<file path="config.mk">
export PLATFORM = sky130hd
export DESIGN_NAME = radar_point_serializer_flat
export DESIGN_NICKNAME = d
export VERILOG_FILES = /design/src/rtl/radar_pkg.sv /design/src/rtl/radar_point_serializer_if.sv /design/src/rtl/radar_point_fifo.sv /design/src/rtl/radar_point_serializer.sv /design/src/flat_wrapper.sv
export SDC_FILE = /design/constraint.sdc
export NUM_CORES = 1
export LEC_CHECK = 0
export CAP_MARGIN = 20
export CORE_MARGIN = 4
export CORE_UTILIZATION = 45
export CTS_BUF_LIST = sky130_fd_sc_hd__clkbuf_8
export CTS_CLUSTER_SIZE = 25
export DETAILED_ROUTE_END_ITERATION = 6
export SYNTH_ARGS = -nofsm -noshare
export SYNTH_HDL_FRONTEND = slang
export SYNTH_SLANG_ARGS = --single-unit
</file>
<file path="constraint.sdc">
create_clock -name clk -period 34.5 [get_ports clk]
set_clock_uncertainty 0.05 [all_clocks]
set_input_delay 3.45 -clock clk [delete_from_list [all_inputs] [get_ports clk]]
set_output_delay 3.45 -clock clk [all_outputs]
set_load 0.05 [all_outputs]
</file>
<file path="src/rtl/radar_pkg.sv">
`default_nettype none
// ============================================================================
//  Module      : radar_pkg
//  Description : Shared types and constants for the radar point serializer.
//                point_t packs one filtered point as X=[127:96], Y=[95:64],
//                Z=[63:32], ATTR=[31:0]. beat_e numbers the output beats.
//  Revision    : 1.0  initial release
// ============================================================================
package radar_pkg;

    localparam int POINT_W = 128;
    localparam int COORD_W = 32;

    typedef struct packed {
        logic [COORD_W-1:0] x;
        logic [COORD_W-1:0] y;
        logic [COORD_W-1:0] z;
        logic [COORD_W-1:0] attr;
    } point_t;

    typedef enum logic [1:0] {
        BEAT_X    = 2'd0,
        BEAT_Y    = 2'd1,
        BEAT_Z    = 2'd2,
        BEAT_ATTR = 2'd3
    } beat_e;

    // Select the 32-bit field of a point that corresponds to a beat index.
    function automatic logic [COORD_W-1:0] beat_field(input point_t p, input beat_e b);
        logic [COORD_W-1:0] f;
        f = p.x;
        case (b)
            BEAT_X:    f = p.x;
            BEAT_Y:    f = p.y;
            BEAT_Z:    f = p.z;
            BEAT_ATTR: f = p.attr;
            default:   f = p.x;
        endcase
        return f;
    endfunction

endpackage
`default_nettype wire

</file>
<file path="src/rtl/radar_point_serializer_if.sv">
`default_nettype none
// ============================================================================
//  Module      : radar_point_serializer_if
//  Description : Bundles the upstream point stream (valid-only, no ready) and
//                the downstream 32-bit valid/ready beat stream.
//                master : serializer side (consumes points, drives beats)
//                slave  : environment side (drives points, accepts beats)
//  Ports       : valid_in, point_in[127:0], m_data[31:0], m_valid, m_ready,
//                m_last, m_beat[1:0]
//  Revision    : 1.0  initial release
// ============================================================================
interface radar_point_serializer_if;
    import radar_pkg::*;

    logic               valid_in;
    logic [POINT_W-1:0] point_in;
    logic [COORD_W-1:0] m_data;
    logic               m_valid;
    logic               m_ready;
    logic               m_last;
    logic [1:0]         m_beat;

    modport master (
        input  valid_in, point_in, m_ready,
        output m_data, m_valid, m_last, m_beat
    );

    modport slave (
        output valid_in, point_in, m_ready,
        input  m_data, m_valid, m_last, m_beat
    );

endinterface
`default_nettype wire

</file>
<file path="src/rtl/radar_point_fifo.sv">
`default_nettype none
// ============================================================================
//  Module      : radar_point_fifo
//  Description : Synchronous register-array FIFO. Pointers wrap modulo DEPTH;
//                occupancy is kept in a separate level counter so full and
//                empty are unambiguous. The caller guarantees no push when
//                full without a pop, and no pop when empty.
//  Ports       : clk, rst, push, push_data, pop, head (combinational read of
//                the oldest entry), level, full
//  Revision    : 1.0  initial release
// ============================================================================
module radar_point_fifo #(
    parameter int DEPTH = 8,
    parameter int WIDTH = 128
) (
    input  wire logic                       clk,
    input  wire logic                       rst,
    input  wire logic                       push,
    input  wire logic [WIDTH-1:0]           push_data,
    input  wire logic                       pop,
    output logic      [WIDTH-1:0]           head,
    output logic      [$clog2(DEPTH):0]     level,
    output logic                            full
);

    localparam int AW = $clog2(DEPTH);
    localparam int LW = AW + 1;

    logic [WIDTH-1:0] r_mem [DEPTH];
    logic [AW-1:0]    r_wptr;
    logic [AW-1:0]    r_rptr;
    logic [LW-1:0]    r_level;

    always_ff @(posedge clk) begin
        if (rst) begin
            r_wptr  <= '0;
            r_rptr  <= '0;
            r_level <= '0;
        end else begin
            if (push) r_wptr <= r_wptr + AW'(1);
            if (pop)  r_rptr <= r_rptr + AW'(1);
            case ({push, pop})
                2'b10:   r_level <= r_level + LW'(1);
                2'b01:   r_level <= r_level - LW'(1);
                default: r_level <= r_level;
            endcase
        end
    end

    // Storage needs no reset: contents are only observed through valid pointers.
    // When full with a simultaneous pop, wptr == rptr; head is read before the
    // write lands, so the popped entry is returned intact.
    always_ff @(posedge clk) begin
        if (push) r_mem[r_wptr] <= push_data;
    end

    assign head  = r_mem[r_rptr];
    assign level = r_level;
    assign full  = (r_level == LW'(DEPTH));

endmodule
`default_nettype wire

</file>
<file path="src/rtl/radar_point_serializer.sv">
`default_nettype none
// ============================================================================
//  Module      : radar_point_serializer
//  Description : Buffers 128-bit filtered points in a FIFO and emits each as
//                four 32-bit beats (X, Y, Z, ATTR) on a valid/ready stream.
//                Points arriving while the FIFO is full (and not popping) are
//                dropped; overflow is sticky and drop_count saturates.
//  Ports       : clk, rst        - clock, synchronous active-high reset
//                bus (master)    - point input and beat output streams
//                fifo_level      - points queued, excluding the output register
//                overflow        - sticky drop flag
//                drop_count      - saturating dropped-point counter
//  Revision    : 1.0  initial release
// ============================================================================
module radar_point_serializer
    import radar_pkg::*;
#(
    parameter int FIFO_DEPTH = 8,
    parameter int CNT_W      = 16
) (
    input  wire logic                          clk,
    input  wire logic                          rst,
    radar_point_serializer_if.master           bus,
    output logic [$clog2(FIFO_DEPTH):0]        fifo_level,
    output logic                               overflow,
    output logic [CNT_W-1:0]                   drop_count
);

    typedef enum logic [0:0] {
        ST_IDLE = 1'b0,
        ST_SEND = 1'b1
    } state_e;

    state_e             r_state, w_state_n;
    beat_e              r_beat,  w_beat_n;
    point_t             r_point, w_point_n;
    logic [COORD_W-1:0] r_data,  w_data_n;
    logic               r_last,  w_last_n;
    logic               r_overflow;
    logic [CNT_W-1:0]   r_drop_count;

    point_t             w_head;
    logic               w_full;
    logic               w_empty;
    logic               w_hs;
    logic               w_pop;
    logic               w_push;

    assign w_empty = (fifo_level == '0);
    assign w_hs    = (r_state == ST_SEND) && bus.m_ready;
    // Reload when idle, or while the final beat is handshaken, so a waiting
    // point follows beat 3 with no bubble.
    assign w_pop   = !w_empty && ((r_state == ST_IDLE) || (w_hs && (r_beat == BEAT_ATTR)));
    // A pop in the same cycle frees a slot, so a full FIFO can still accept.
    assign w_push  = bus.valid_in && (!w_full || w_pop);

    radar_point_fifo #(
        .DEPTH (FIFO_DEPTH),
        .WIDTH (POINT_W)
    ) u_fifo (
        .clk       (clk),
        .rst       (rst),
        .push      (w_push),
        .push_data (bus.point_in),
        .pop       (w_pop),
        .head      (w_head),
        .level     (fifo_level),
        .full      (w_full)
    );

    always_ff @(posedge clk) begin
        if (rst) begin
            r_state <= ST_IDLE;
            r_beat  <= BEAT_X;
            r_point <= '0;
            r_data  <= '0;
            r_last  <= 1'b0;
        end else begin
            r_state <= w_state_n;
            r_beat  <= w_beat_n;
            r_point <= w_point_n;
            r_data  <= w_data_n;
            r_last  <= w_last_n;
        end
    end

    always_comb begin
        w_state_n = r_state;
        w_beat_n  = r_beat;
        w_point_n = r_point;
        w_data_n  = r_data;
        w_last_n  = r_last;

        case (r_state)
            ST_IDLE: ;
            ST_SEND: begin
                if (w_hs) begin
                    if (r_beat != BEAT_ATTR) begin
                        w_beat_n = beat_e'(r_beat + 2'd1);
                        w_data_n = beat_field(r_point, w_beat_n);
                        w_last_n = (w_beat_n == BEAT_ATTR);
                    end else begin
                        w_state_n = ST_IDLE;
                        w_beat_n  = BEAT_X;
                        w_data_n  = '0;
                        w_last_n  = 1'b0;
                    end
                end
            end
            default: w_state_n = ST_IDLE;
        endcase

        // Loading the head overrides the idle fall-back above.
        if (w_pop) begin
            w_state_n = ST_SEND;
            w_beat_n  = BEAT_X;
            w_point_n = w_head;
            w_data_n  = w_head.x;
            w_last_n  = 1'b0;
        end
    end

    always_ff @(posedge clk) begin
        if (rst) begin
            r_overflow   <= 1'b0;
            r_drop_count <= '0;
        end else if (bus.valid_in && !w_push) begin
            r_overflow <= 1'b1;
            if (r_drop_count != '1) r_drop_count <= r_drop_count + CNT_W'(1);
        end
    end

    assign bus.m_valid = (r_state == ST_SEND);
    assign bus.m_data  = r_data;
    assign bus.m_last  = r_last;
    assign bus.m_beat  = r_beat;
    assign overflow    = r_overflow;
    assign drop_count  = r_drop_count;

endmodule
`default_nettype wire

</file>
<file path="src/flat_wrapper.sv">
// flat-port wrapper written by rule: the top's interface ports become plain ports
module radar_point_serializer_flat import radar_pkg::*;
#(
    parameter int FIFO_DEPTH = 8,
    parameter int CNT_W      = 16
)
  (clk, rst, fifo_level, overflow, drop_count, bus_valid_in, bus_point_in, bus_m_ready, bus_m_data, bus_m_valid, bus_m_last, bus_m_beat);
  radar_point_serializer_if bus_i ();
  input  wire logic clk;
  input  wire logic rst;
  output logic [$clog2(FIFO_DEPTH):0] fifo_level;
  output logic overflow;
  output logic [CNT_W-1:0] drop_count;
  input wire logic [$bits(bus_i.valid_in)-1:0] bus_valid_in;
  input wire logic [$bits(bus_i.point_in)-1:0] bus_point_in;
  input wire logic [$bits(bus_i.m_ready)-1:0] bus_m_ready;
  output wire logic [$bits(bus_i.m_data)-1:0] bus_m_data;
  output wire logic [$bits(bus_i.m_valid)-1:0] bus_m_valid;
  output wire logic [$bits(bus_i.m_last)-1:0] bus_m_last;
  output wire logic [$bits(bus_i.m_beat)-1:0] bus_m_beat;
  assign bus_i.valid_in = bus_valid_in;
  assign bus_i.point_in = bus_point_in;
  assign bus_i.m_ready = bus_m_ready;
  assign bus_m_data = bus_i.m_data;
  assign bus_m_valid = bus_i.m_valid;
  assign bus_m_last = bus_i.m_last;
  assign bus_m_beat = bus_i.m_beat;
  radar_point_serializer #(.FIFO_DEPTH(FIFO_DEPTH), .CNT_W(CNT_W)) u_core (.clk(clk), .rst(rst), .bus(bus_i), .fifo_level(fifo_level), .overflow(overflow), .drop_count(drop_count));
endmodule
</file>
* After elaboration in Yosys (flattened, before gate mapping)
Memories as Yosys holds them, arrays and structs flattened. A register that Yosys moved wholly into a read port is not among the register bits. Cells that the tools add are included.
Storage, ports and cells: flip-flop bits (word level) 191, memory bits (writable) 1024, memories 1, output and inout bits 57
Memories:
- u_core.u_fifo.r_mem | depth 8, width 128, rd ports 1, clocked after memory_dff 1, write ports 1, RTL line radar_point_fifo.sv:29 | logic [WIDTH-1:0] r_mem [DEPTH];
Cells by class: muxes and demuxes 16, bitwise logic cells 1, add/sub/neg operators 6, equality and inequality tests 9, reductions and logical operators 19
Operators with widths (number):
- 32-bit two-way mux | 4
- 32-bit one-hot mux with 4 select lines | 1
- 16-bit by 1-bit adder with 16-bit output (second input constant) | 1
- 16-bit != test (second input constant) | 1
- 2-bit equality test (second input constant) | 4
- 4-bit one-hot mux with 2 select lines | 1
- 1-bit two-way mux | 7
- 3-bit by 1-bit adder with 3-bit output (second input constant) | 2
- 3-bit two-way mux | 2
- 2-bit AND reduction | 3
- 2-bit nonzero test | 3
- 1-bit logical AND | 5
- 4-bit by 1-bit adder with 4-bit output (second input constant) | 1
- 2-bit by 1-bit equality test with 1-bit output (second input constant) | 2
- 4-bit equality test (second input constant) | 1
- 4-bit zero test | 1
- 4-bit by 1-bit subtractor with 4-bit output (second input constant) | 1
- 1-bit zero test | 3
- 2-bit by 1-bit adder with 2-bit output (second input constant) | 1
- 2-bit zero test | 1
- 1-bit logical OR | 2
- 2-bit two-way mux | 1
- 2-bit != test (second input constant) | 1
- 2-bit OR reduction | 1
- 1-bit inverter | 1

* Depth between registers and ports, before layout
Gate-level depths: netlist (run 1).
word-level depth 9, mapped depth 10, gate-level depth less buffers 9

* By module
Synthesis (run 1) repeated with hierarchy kept, for this count alone.
Second synthesis, totals: cell total of the unflattened synthesis 2307, area total of the unflattened synthesis 45792.7 um2
By module, submodules not included:
- radar_point_fifo | area each 39514.1 um2, times used 1, sequential area each 31009.7 um2, cells each 1548
- radar_point_serializer | area each 6278.5 um2, times used 1, sequential area each 2982.9 um2, cells each 759

* Worst setup path after synthesis (run 1)
Ideal clock, no wire load.
path type input-to-reg, start input port bus_m_ready, end memory u_core.u_fifo.r_mem[0][0] (enable), slack 17408 ps, data required time 33520 ps, stages on the path 4, library setup time 930 ps, arrival time 16112 ps, buffers on the path 1, cells stage by stage a21bo_1 clkbuf_1 o21ai_1 nor4_1
Between the ends: word-level cells in the longest chain between the ends 8
RTL lines:
- start: declaration | RTL line flat_wrapper.sv:16 | input wire logic [$bits(bus_i.m_ready)-1:0] bus_m_ready;
- 1-bit logical AND | RTL line radar_point_serializer.sv:50 | assign w_hs = (r_state == ST_SEND) && bus.m_ready;
- 1-bit logical AND | RTL line radar_point_serializer.sv:53 | assign w_pop = !w_empty && ((r_state == ST_IDLE) || (w_hs && (r_beat == BEAT_ATTR)));
- 1-bit logical OR | RTL line radar_point_serializer.sv:53
- 1-bit logical AND | RTL line radar_point_serializer.sv:53
- 1-bit logical OR | RTL line radar_point_serializer.sv:55 | assign w_push = bus.valid_in && (!w_full || w_pop);
- 1-bit logical AND | RTL line radar_point_serializer.sv:55
- 1-bit two-way mux | RTL line radar_point_fifo.sv:54 | if (push) r_mem[r_wptr] <= push_data;
- 1-bit two-way mux (implied by the code) | RTL line radar_point_fifo.sv:54
- end: declaration | RTL line radar_point_fifo.sv:29
No other way between the ends.

* Worst setup path in the final report (run 1)
start input port bus_m_ready, end memory u_core.u_fifo.r_mem[7][100] (enable)
The elaborated chain is that of the path after synthesis.

==> run metrics, run 1 <==
LEAKAGE 0.0167 uW; clock-pin slew on the worst setup and hold paths 0.06 ns; crit-path max cell delay 0.77 ns; M3 GR Usage 4.16%; Layout area overhead 15.5%; async set-reset flop share out of synthesis 0%; Power Internal 2680 uW; Seq cells post-synth 1218; global-route wire length before repair 163000 um; Slowest-stage cell, CP buf_4; postcts setup bufs 0; gp weighted congestion 0.755; Clock Tree Buf Depth 3; port buffer count 188; Final Instance Area 53200 um2; vias per cell 5.65; clk_lat worst skew 0.85 ns; Setup crit end kind flop; PD cells 73.1 nW/um2; core area 102000 um2; PostCTS Resize Cnt 0; WS Path Type in2reg; Num CTS Buffers 190; Design Power 3890 uW; yosys warns 0; FMAX 170 MHz; placed cell area 49500 um2; die footprint 108000 um2; RSZ-0062 raised after global routing false; Slew Viols, Final 0; Vias 24000; commonest non-fill, non-tap cells in the layout 1024 x edfxtp_1, 224 x mux4_2, 217 x clkbuf_8; Yosys cell types 50; DRT Pass-1 Iters 7; Final ANT Viol Nets 0; power share of the sequential group 47.2%; Starting Density 45.3%; Worst Hold Class reg2reg; HPWL after DPL 59800 um; Crit Path Max Fanout 48; die span in y 328 um; pre-CTS setup slack 27.78 ns; Global Route met1 Usage 27.5%; met2 Resource Use GR 34.0%; Max VDD drop 0.000117 V; global routing's busiest layer met2; row count 117; Layout Nets 2853; commonest non-fill, non-tap cell in the layout edfxtp_1; DRC violations left 5; largest net degree at the start of global routing 229; I/O pin count 189; CTS tree done; Tmin final 5.87 ns; EDFF count, synth 1024; gr usage total 20.4%; final WL 110000 um; Top delay family on crit path buffers and inverters; clock power share 29.4%; worst setup margin 28.63 ns; Worst Path Required 34.90 ns; setup TNS 0 ns; CTS Root Cell clkbuf_8; status complete, but fails checks; crit share post-route 17.0%; sequential area share after synthesis 75.2%; share of cells above drive strength 1 19.1%; Sw Share 31.2%; Post-CTS Hold Buffers 0; Fillers 8052; CP Launch Type input port; clk sinks 1218; Mapped Nets 2599; vias in the first global route 24800; grt total ovfl 0; max-cap violations 0; post-DR wirelength/cell 25.8 um; WP buf/inv 3; relative slew slack 23.8%; sw power 1210 uW; Setup-failing EPs final 0; Avg Inst Size Synth 18.8 um2; failing checks design-rule violations; DIE WIDTH 328 um; initial antenna violation count 15; Tightest Pin Transition 1.14 ns; Worst path most repeated cell buf_4; Comb pwr share 23.4%; Cell Area, Synth 46100 um2; DRT iter0 DRCs 1952; ys flop type edfxtp_1; CP Cell Sequence clkdlybuf4s50_1, a21bo_1, o211ai_1, nor2_4, buf_4, buf_4; Max H-tree Level 4; CP arrival 6.26 ns; Post-Synthesis Cells 2455; Final Hold Vio Count 0
[cells by family (layout without fill, tap and decap cells)]
| family | count (synthesis) | after routing | share of synthesized area, % |
|---|---|---|---|
| AOI/OAI and AO/OA | 362 | 362 | 5.47 |
| xor gates and xnor gates | 5 | 5 | 0.0951 |
| adders and majority gates | 12 | 12 | 0.342 |
| buffers and inverters | 170 | 592 | 1.44 |
| DFF | 1218 | 1218 | 75.2 |
| muxes | 396 | 396 | 14.7 |
| other | 0 | 5 | 0 |
| and+or+nand+nor | 292 | 292 | 2.74 |
[state kept, by name, indices dropped and copies added (netlist names), 2 cells and up, named ones only]
register,count
u_core.u_fifo.r_rptr,3
u_core.r_point,128
u_core.u_fifo.level,4
u_core.bus.m_beat,2
u_core.u_fifo.r_wptr,3
u_core.bus.m_data,32
u_core.u_fifo.r_mem,1024
u_core.drop_count,16
[Yosys cell counts, types with 2 or more instances]
master	n	share of area [%]
a211oi_1	130	2.1
a21o_1	2	0.033
a21oi_1	80	0.87
a222oi_1	32	0.70
a22oi_1	32	0.52
and2_1	2	0.027
and3_1	2	0.027
buf_1	33	0.27
buf_2	15	0.16
clkbuf_1	113	0.92
dfxtp_1	194	8.4
edfxtp_1	1024	67
ha_1	11	0.30
inv_1	8	0.065
mux2_1	6	0.15
mux2i_1	165	3.6
mux4_2	224	11
nand2_1	76	0.62
nand2b_1	2	0.027
nand3_1	9	0.098
nand3b_1	2	0.033
nand4_1	4	0.054
nor2_1	149	1.2
nor2b_1	7	0.095
nor3_1	14	0.15
nor4_1	9	0.12
o211ai_1	35	0.57
o21ai_0	35	0.38
o31ai_1	7	0.11
or3_1	2	0.027
or4_1	9	0.15
xnor2_1	2	0.038
xor2_1	3	0.057
[power groups by stage]
stage	combinational (uW)	clock, uW	sequential, uW
2_1_floorplan	586	0	1880
3_3_place_gp	907	0	1860
3_5_place_dp	920	0	1870
4_1_cts	923	1170	1840
5_1_grt	990	1240	1850
6_report	911	1140	1840
[metrics by stage]
| stage | hold WS (ns) | std cells | utilization [%] |
|---|---|---|---|
| after detailed placement | 0.400 | 3884 | 48.6 |
| final | 0.409 | 4250 | 52.3 |
| after floorplan | 0.387 | 2455 | - |
| after global routing | 0.423 | 4248 | 52.3 |
| after global placement | 0.392 | 3884 | 48.6 |
| after CTS | 0.408 | 4244 | 52.3 |
[worst paths after layout]
path         slack (ns)                           to  cells past startpoint                start
max               28.63  u_core.u_fifo.r_mem[7][100]                      6          bus_m_ready
max reg2reg       30.65           u_core.r_point[13]                      5                 flop
min reg2reg        0.41          u_core.r_point[117]                      2  u_core.r_point[117]
min                0.41          u_core.r_point[117]                      2  u_core.r_point[117]
[metal layers]
layer / part of all wire (%) / routed length, um
met1: 42 / 45800
met2: 50 / 54500
met3: 6.2 / 6840
met4: 2.1 / 2350
met5: 0.042 / 46
[worst register-to-register path: stages, from the launching register on]
cell,delay [ns]
dfxtp_4,0.84
buf_4,0.73
buf_4,0.88
mux4_2,0.66
mux2i_1,0.40
a211oi_1,0.14
[layout make-up]
class                      instances  area (um2)  area share [%]
tap                             1368        1710            3.22
timing repair buffer             224        2250            4.24
multi-input combinational       1067       10800            20.4
antenna                            5        12.5          0.0235
sequential                      1218       34600            65.1
clock buffer                     217        2990            5.61
inverter                           8        30.0          0.0565
clock inverter                   143         708            1.33
No activity file was read; power rests on OpenSTA's default activity.
==> run 2, diff against run 1 <==
==> constraint.sdc (replaced) <==
create_clock -name clk -period 5.7 [get_ports clk]
set_clock_uncertainty 0.05 [all_clocks]
set_input_delay 0.57 -clock clk [delete_from_list [all_inputs] [get_ports clk]]
set_output_delay 0.57 -clock clk [all_outputs]
set_load 0.05 [all_outputs]
==> run 2 against run 1 <==
Net effect: non-clock buffer count up 10; the run still ends with design-rule violations left; wire length up 1.1%; highest routed layer unchanged; first-iteration DRC count up 16%; cell count up 0.38%; core utilization up 0.27 points.
==> run metrics, run 2 (synthesis gave the netlist of run 1 again) <==
status complete, but fails checks; failing checks design-rule violations; power share of the sequential group 46.8% (-0.4 points); clk_lat worst skew 0.84 ns (about the same); LEAKAGE 0.0168 uW (+0.45%); DIE WIDTH 328 um (unchanged); clock-pin slew on the worst setup and hold paths 0.06 ns (about the same); core area 102000 um2 (unchanged); Slowest-stage cell, CP nor2_4; gp weighted congestion 0.773 (+2.4%); Vias 24200 (+0.60%); Sw Share 31.0% (-0.12 points); clk sinks 1218 (unchanged); gr usage total 20.6% (+0.19 points); max-cap violations 0 (unchanged); relative slew slack 17.2% (-6.6 points); reg2reg end u_core.u_fifo.r_mem[7][6]; Post-CTS Hold Buffers 0 (unchanged); Worst Hold Class in2reg; final WL 111000 um (+1.1%); Clock Tree Buf Depth 3 (unchanged); Hold Path End u_core.bus.m_beat[0]; Comb pwr share 24.0% (+0.6 points); CTS tree done; DRT iter0 DRCs 2272 (+16%); Layout area overhead 16.1%; Tmin final 3.19 ns; DRC violations left 5 (unchanged); Layout Nets 2866 (+0.46%); Global Route met1 Usage 27.5% (about the same); Final Hold Vio Count 0 (unchanged); Max VDD drop 0.000307 V (+160%); PD cells 442 nW/um2 (+510%); CP Cell Sequence ha_2, a21bo_1, o211ai_1, nor2_4, buf_12; area of the multi-input gates 10900 um2 (+0.44%); Largest register FFs 1024 (unchanged); Num CTS Buffers 193 (+1.6%); Max H-tree Level 4 (unchanged); Fillers 8112 (+0.75%); Setup crit end kind flop; crit-path max cell delay 0.73 ns (-0.04 ns); min-delay src rst; worst setup margin 2.51 ns (-26.12 ns); r2r setup slk 2.51 ns (-28.14 ns); RSZ-0062 raised after global routing false; die footprint 108000 um2 (unchanged); crit share post-route 55.9%; Final ANT Viol Nets 0 (unchanged); post-DR wirelength/cell 26.0 um (+0.74%); CP arrival 3.59 ns (-2.67 ns); HPWL after DPL 62200 um (+3.9%); pre-CTS setup slack 1.98 ns (-25.80 ns); register area 34700 um2 (about the same); Power Internal 16300 uW (+510%); initial antenna violation count 27 (+12); PostCTS Resize Cnt 0 (unchanged); CTS Root Cell clkbuf_8; clock power share 29.2% (-0.2 points); Slew Viols, Final 0 (unchanged); Tightest Pin Transition 1.24 ns (+0.0997 ns); r2r worst-path depth 5 (unchanged); Reg-to-Reg Start u_core.bus.m_beat[1]; largest net degree at the start of global routing 123 (-46%); met2 Resource Use GR 34.0% (+0.055 points); WS Path Type reg2reg; Worst Path Required 6.10 ns (-28.80 ns); Crit Path Max Fanout 68 (+42%); row count 117 (unchanged); postcts setup bufs 0 (unchanged); grt total ovfl 0 (unchanged); M3 GR Usage 5.27% (+1.1 points); FMAX 314 MHz; global routing's busiest layer met2; Reg with most FFs u_core.u_fifo.r_mem; DRT Pass-1 Iters 7 (unchanged); die span in y 328 um (unchanged); port buffer count 188 (unchanged); WHS 0.192 ns (-0.216 ns); vias per cell 5.66 (+0.23%); Setup-failing EPs final 0 (unchanged); I/O pin count 189 (unchanged); global-route wire length before repair 163000 um (+0.49%); Hold Path Stages 2 (unchanged); CP Launch Type flop; sw power 7340 uW (+510%); vias in the first global route 24900 (+0.45%); commonest non-fill, non-tap cells in the layout 1024 x edfxtp_1, 224 x mux4_2, 208 x clkbuf_8; share of cells above drive strength 1 18.8% (-0.30 points); Starting Density 45.3% (unchanged); commonest non-fill, non-tap cell in the layout edfxtp_1
==> run 2: worst max path at each step <==
stage | cells after the start | from | endpoint | slack (ns)
global placement | 5 | bus_m_ready | u_core.u_fifo.r_mem[7][6] | 2.09
detailed placement | 5 | bus_m_ready | u_core.u_fifo.r_mem[7][4] | 1.98
CTS | 5 | u_core.bus.m_beat[1] | u_core.u_fifo.r_mem[7][118] | 2.47
floorplan | 5 | u_core.bus.m_beat[1] | u_core.u_fifo.r_mem[7][0] | -1.48
global route | 5 | u_core.bus.m_beat[1] | u_core.u_fifo.r_mem[7][118] | 2.36
finish | 5 | u_core.bus.m_beat[1] | u_core.u_fifo.r_mem[7][6] | 2.51
==> run 2: layout make-up <==
cell class / count / area share [%]
Sequential cell: 1218 / 64.8
Multi-Input combinational cell: 1067 / 20.4
Clock buffer: 208 / 5.35
Timing Repair Buffer: 234 / 4.70
Tap cell: 1368 / 3.20
Clock inverter: 146 / 1.42
Antenna cell: 17 / 0.0796
Inverter: 8 / 0.0562
==> run 2: worst max-delay path: cells and delay by family (launching register included) <==
kind	cells	cell delay, ns
adders and majority gates	1	0.23
buffers and inverters	1	0.50
AOI/OAI and AO/OA	2	0.78
DFF	1	0.41
and+or+nand+nor	1	0.73
==> run 2: metal layers <==
| layer | vias to the layer above | part of all wire (%) |
|---|---|---|
| li1 | 10600 | - |
| met1 | 12600 | 41 |
| met2 | 798 | 50 |
| met3 | 172 | 7.5 |
| met4 | 10 | 1.8 |
| met5 | - | 0.062 |
==> run 2: through the flow <==
stage                     total power (uW)  TNS (ns)  instances  util, %  cell area [um2]
after floorplan                      14900  -1054.22       2455        -            46100
after global placement               16800         0       3892     48.9            49700
after detailed placement             17000         0       3894     48.9            49800
after CTS                            23900         0       4248     52.5            53400
after global routing                 24800         0       4256     52.5            53400
final                                23700         0       4266     52.6            53500
==> run 2: power by group through the flow <==
stage	Sequential, uW	Combinational, uW	Clock [uW]
2_1_floorplan	11300	3560	0
3_3_place_gp	11200	5610	0
3_5_place_dp	11300	5740	0
4_1_cts	11100	5760	7110
5_1_grt	11200	6130	7520
6_report	11100	5670	6910
==> run 3, diff against run 2 <==
==> constraint.sdc (replaced) <==
create_clock -name clk -period 2.9 [get_ports clk]
set_clock_uncertainty 0.05 [all_clocks]
set_input_delay 0.29 -clock clk [delete_from_list [all_inputs] [get_ports clk]]
set_output_delay 0.29 -clock clk [all_outputs]
set_load 0.05 [all_outputs]
==> run 3 against run 2 <==
Net effect: the run still ends with design-rule violations left; die area stayed put; largest cell class unchanged; sequential share of layout area is 0.75 points lower; worst hold slack worse by 0.077 ns; critical path type unchanged; maximum frequency is 21% higher; critical path depth is 2 higher; core utilization is 0.62 points higher; wire length is 0.99% lower; worst setup slack worse by 2.3 ns; sequential power is 95% higher; clock-buffer cell count stayed put.
==> run metrics, run 3 (synthesis gave the netlist of run 1 again) <==
Comb pwr share 24.8% (+0.8 points); Max H-tree Level 4 (unchanged); gp weighted congestion 0.788 (+2.0%); WS Path Type reg2reg; met2 WL 53200 um (-3.0%); routed length on met3 7050 um (-15%); initial antenna violation count 16 (-41%); Crit Path Max Fanout 19 (-72%); CP arrival 3.27 ns (-0.32 ns); crit share post-route 91.1% (+35 points); row count 117 (unchanged); RSZ-0062 raised after global routing false; die span in y 328 um (unchanged); min-delay src bus_point_in[0]; Setup crit end kind flop; Power Internal 32200 uW (+97%); sw power 14500 uW (+97%); Worst Path Required 3.53 ns (-2.57 ns); I/O pin count 189 (unchanged); CTS tree done; largest net degree at the start of global routing 104 (-15%); Num CTS Buffers 191 (-1.0%); Slew Viols, Final 0 (unchanged); Metal-1 WL 47300 um (+3.7%); clock-pin slew on the worst setup and hold paths 0.06 ns (about the same); max-cap violations 0 (unchanged); Starting Density 45.3% (unchanged); failing checks design-rule violations; register area 34700 um2 (about the same); CTS Root Cell clkbuf_8; post-DR wirelength/cell 25.4 um (-2.0%); power share of the sequential group 46.6% (-0.2 points); clk_lat worst skew 0.83 ns (about the same); Layout area overhead 17.5%; Setup-failing EPs final 0 (unchanged); Sw Share 31.0% (about the same); DIE WIDTH 328 um (unchanged); Reg with most FFs u_core.u_fifo.r_mem; Max VDD drop 0.000391 V (+27%); core area 102000 um2 (unchanged); CP Launch Type flop; WHS 0.115 ns (-0.0769 ns); vias per cell 5.63 (-0.64%); share of cells above drive strength 1 20.3% (+1.5 points); Final Non-Filler Cells 4310 (+1.0%); FMAX 379 MHz (+21%); grt total ovfl 0 (unchanged); relative slew slack 32.3% (+15 points); Layout Nets 2920 (+1.9%); DRT iter0 DRCs 2213 (-2.6%); uppermost layer routed met5; vias in the first global route 24800 (-0.29%); Clock Tree Buf Depth 3 (unchanged); Tightest Pin Transition 1.02 ns (-0.226 ns); clk sinks 1218 (unchanged); status complete, but fails checks; origin of the worst setup path u_core.bus.m_beat[0]; Vias 24300 (+0.39%); Largest register FFs 1024 (unchanged); gr usage total 20.6% (-0.059 points); pre-CTS setup slack 0.0926 ns (-1.88 ns); area of the multi-input gates 10900 um2 (about the same); Design Power 46600 uW (+97%); Tmin final 2.64 ns (-0.544 ns); HPWL after DPL 65700 um (+5.6%); commonest non-fill, non-tap cell in the layout edfxtp_1; Fillers 7993 (-1.5%); DRC violations left 4 (-1); Final Hold Vio Count 0 (unchanged); Reg-to-Reg Start u_core.bus.m_beat[0]; PostCTS Resize Cnt 0 (unchanged); PD cells 861 nW/um2 (+95%); commonest non-fill, non-tap cells in the layout 1024 x edfxtp_1, 224 x mux4_2, 208 x clkbuf_8; post-placement cell count 3950 (+1.4%); Worst Hold Class in2reg; final WL 110000 um (-0.99%); port buffer count 188 (unchanged); LEAKAGE 0.0170 uW (+1.6%); global-route wire length before repair 164000 um (+0.27%); worst setup margin 0.259 ns (-2.26 ns); clock power share 28.6% (-0.6 points); die footprint 108000 um2 (unchanged); DRT Pass-1 Iters 7 (unchanged); Final ANT Viol Nets 0 (unchanged)
run 3: power by group through the flow:
stage               combinational, uW  clock [uW]  sequential, uW
detailed placement              11700           0           22100
CTS                             11700       13700           21700
finish                          11600       13300           21700
global route                    12500       14600           21800
floorplan                        7010           0           22300
global placement                11500           0           22000
run 3: worst paths after layout:
| check | endpoint | slack [ns] | depth (start not counted) |
|---|---|---|---|
| max | u_core.bus.m_data[10] | 0.26 | 7 |
| min reg2reg | u_core.r_point[96] | 0.41 | 2 |
| min | u_core.u_fifo.r_mem[0][0] | 0.12 | 1 |
| max reg2reg | u_core.bus.m_data[10] | 0.26 | 7 |
run 3: repair_timing:
action | 4_1_cts | 5_1_grt
endpoints found under the hold margin | 54 | 0
hold buffers | 1 | 0
buffers inserted | 0 | 0
setup endpoints to repair | 0 | 0
run 3: stage by stage:
step	util [%]	TNS (ns)	area, um2
after floorplan	-	-1522.91	46200
after global placement	49.6	0	50500
after detailed placement	49.6	0	50500
after CTS	53.2	0	54100
after global routing	53.2	0	54100
final	53.2	0	54100
run 3: per-layer routing:
layer / track usage [%] / up-vias
met5: 0 / -
met2: 32.8 / 781
met3: 4.22 / 142
met4: 5.84 / 4
met1: 29.0 / 12600
li1: - / 10700
run 3: worst max-delay path, cell delays in order (launching register included):
cell and delay, ns:
dfxtp_4 0.34, inv_1 0.07, ha_1 0.55, buf_4 0.32, a222oi_1 0.72, o21ai_0 0.17, a21oi_1 0.18, a211oi_1 0.08
run 3: final cells by class:
type	instances	share of cell area [%]
timing repair buffer	290	5.96
multi-input combinational	1067	20.1
antenna	10	0.0463
inverter	8	0.0555
clock inverter	141	1.28
sequential	1218	64.1
tap	1368	3.16
clock buffer	208	5.29
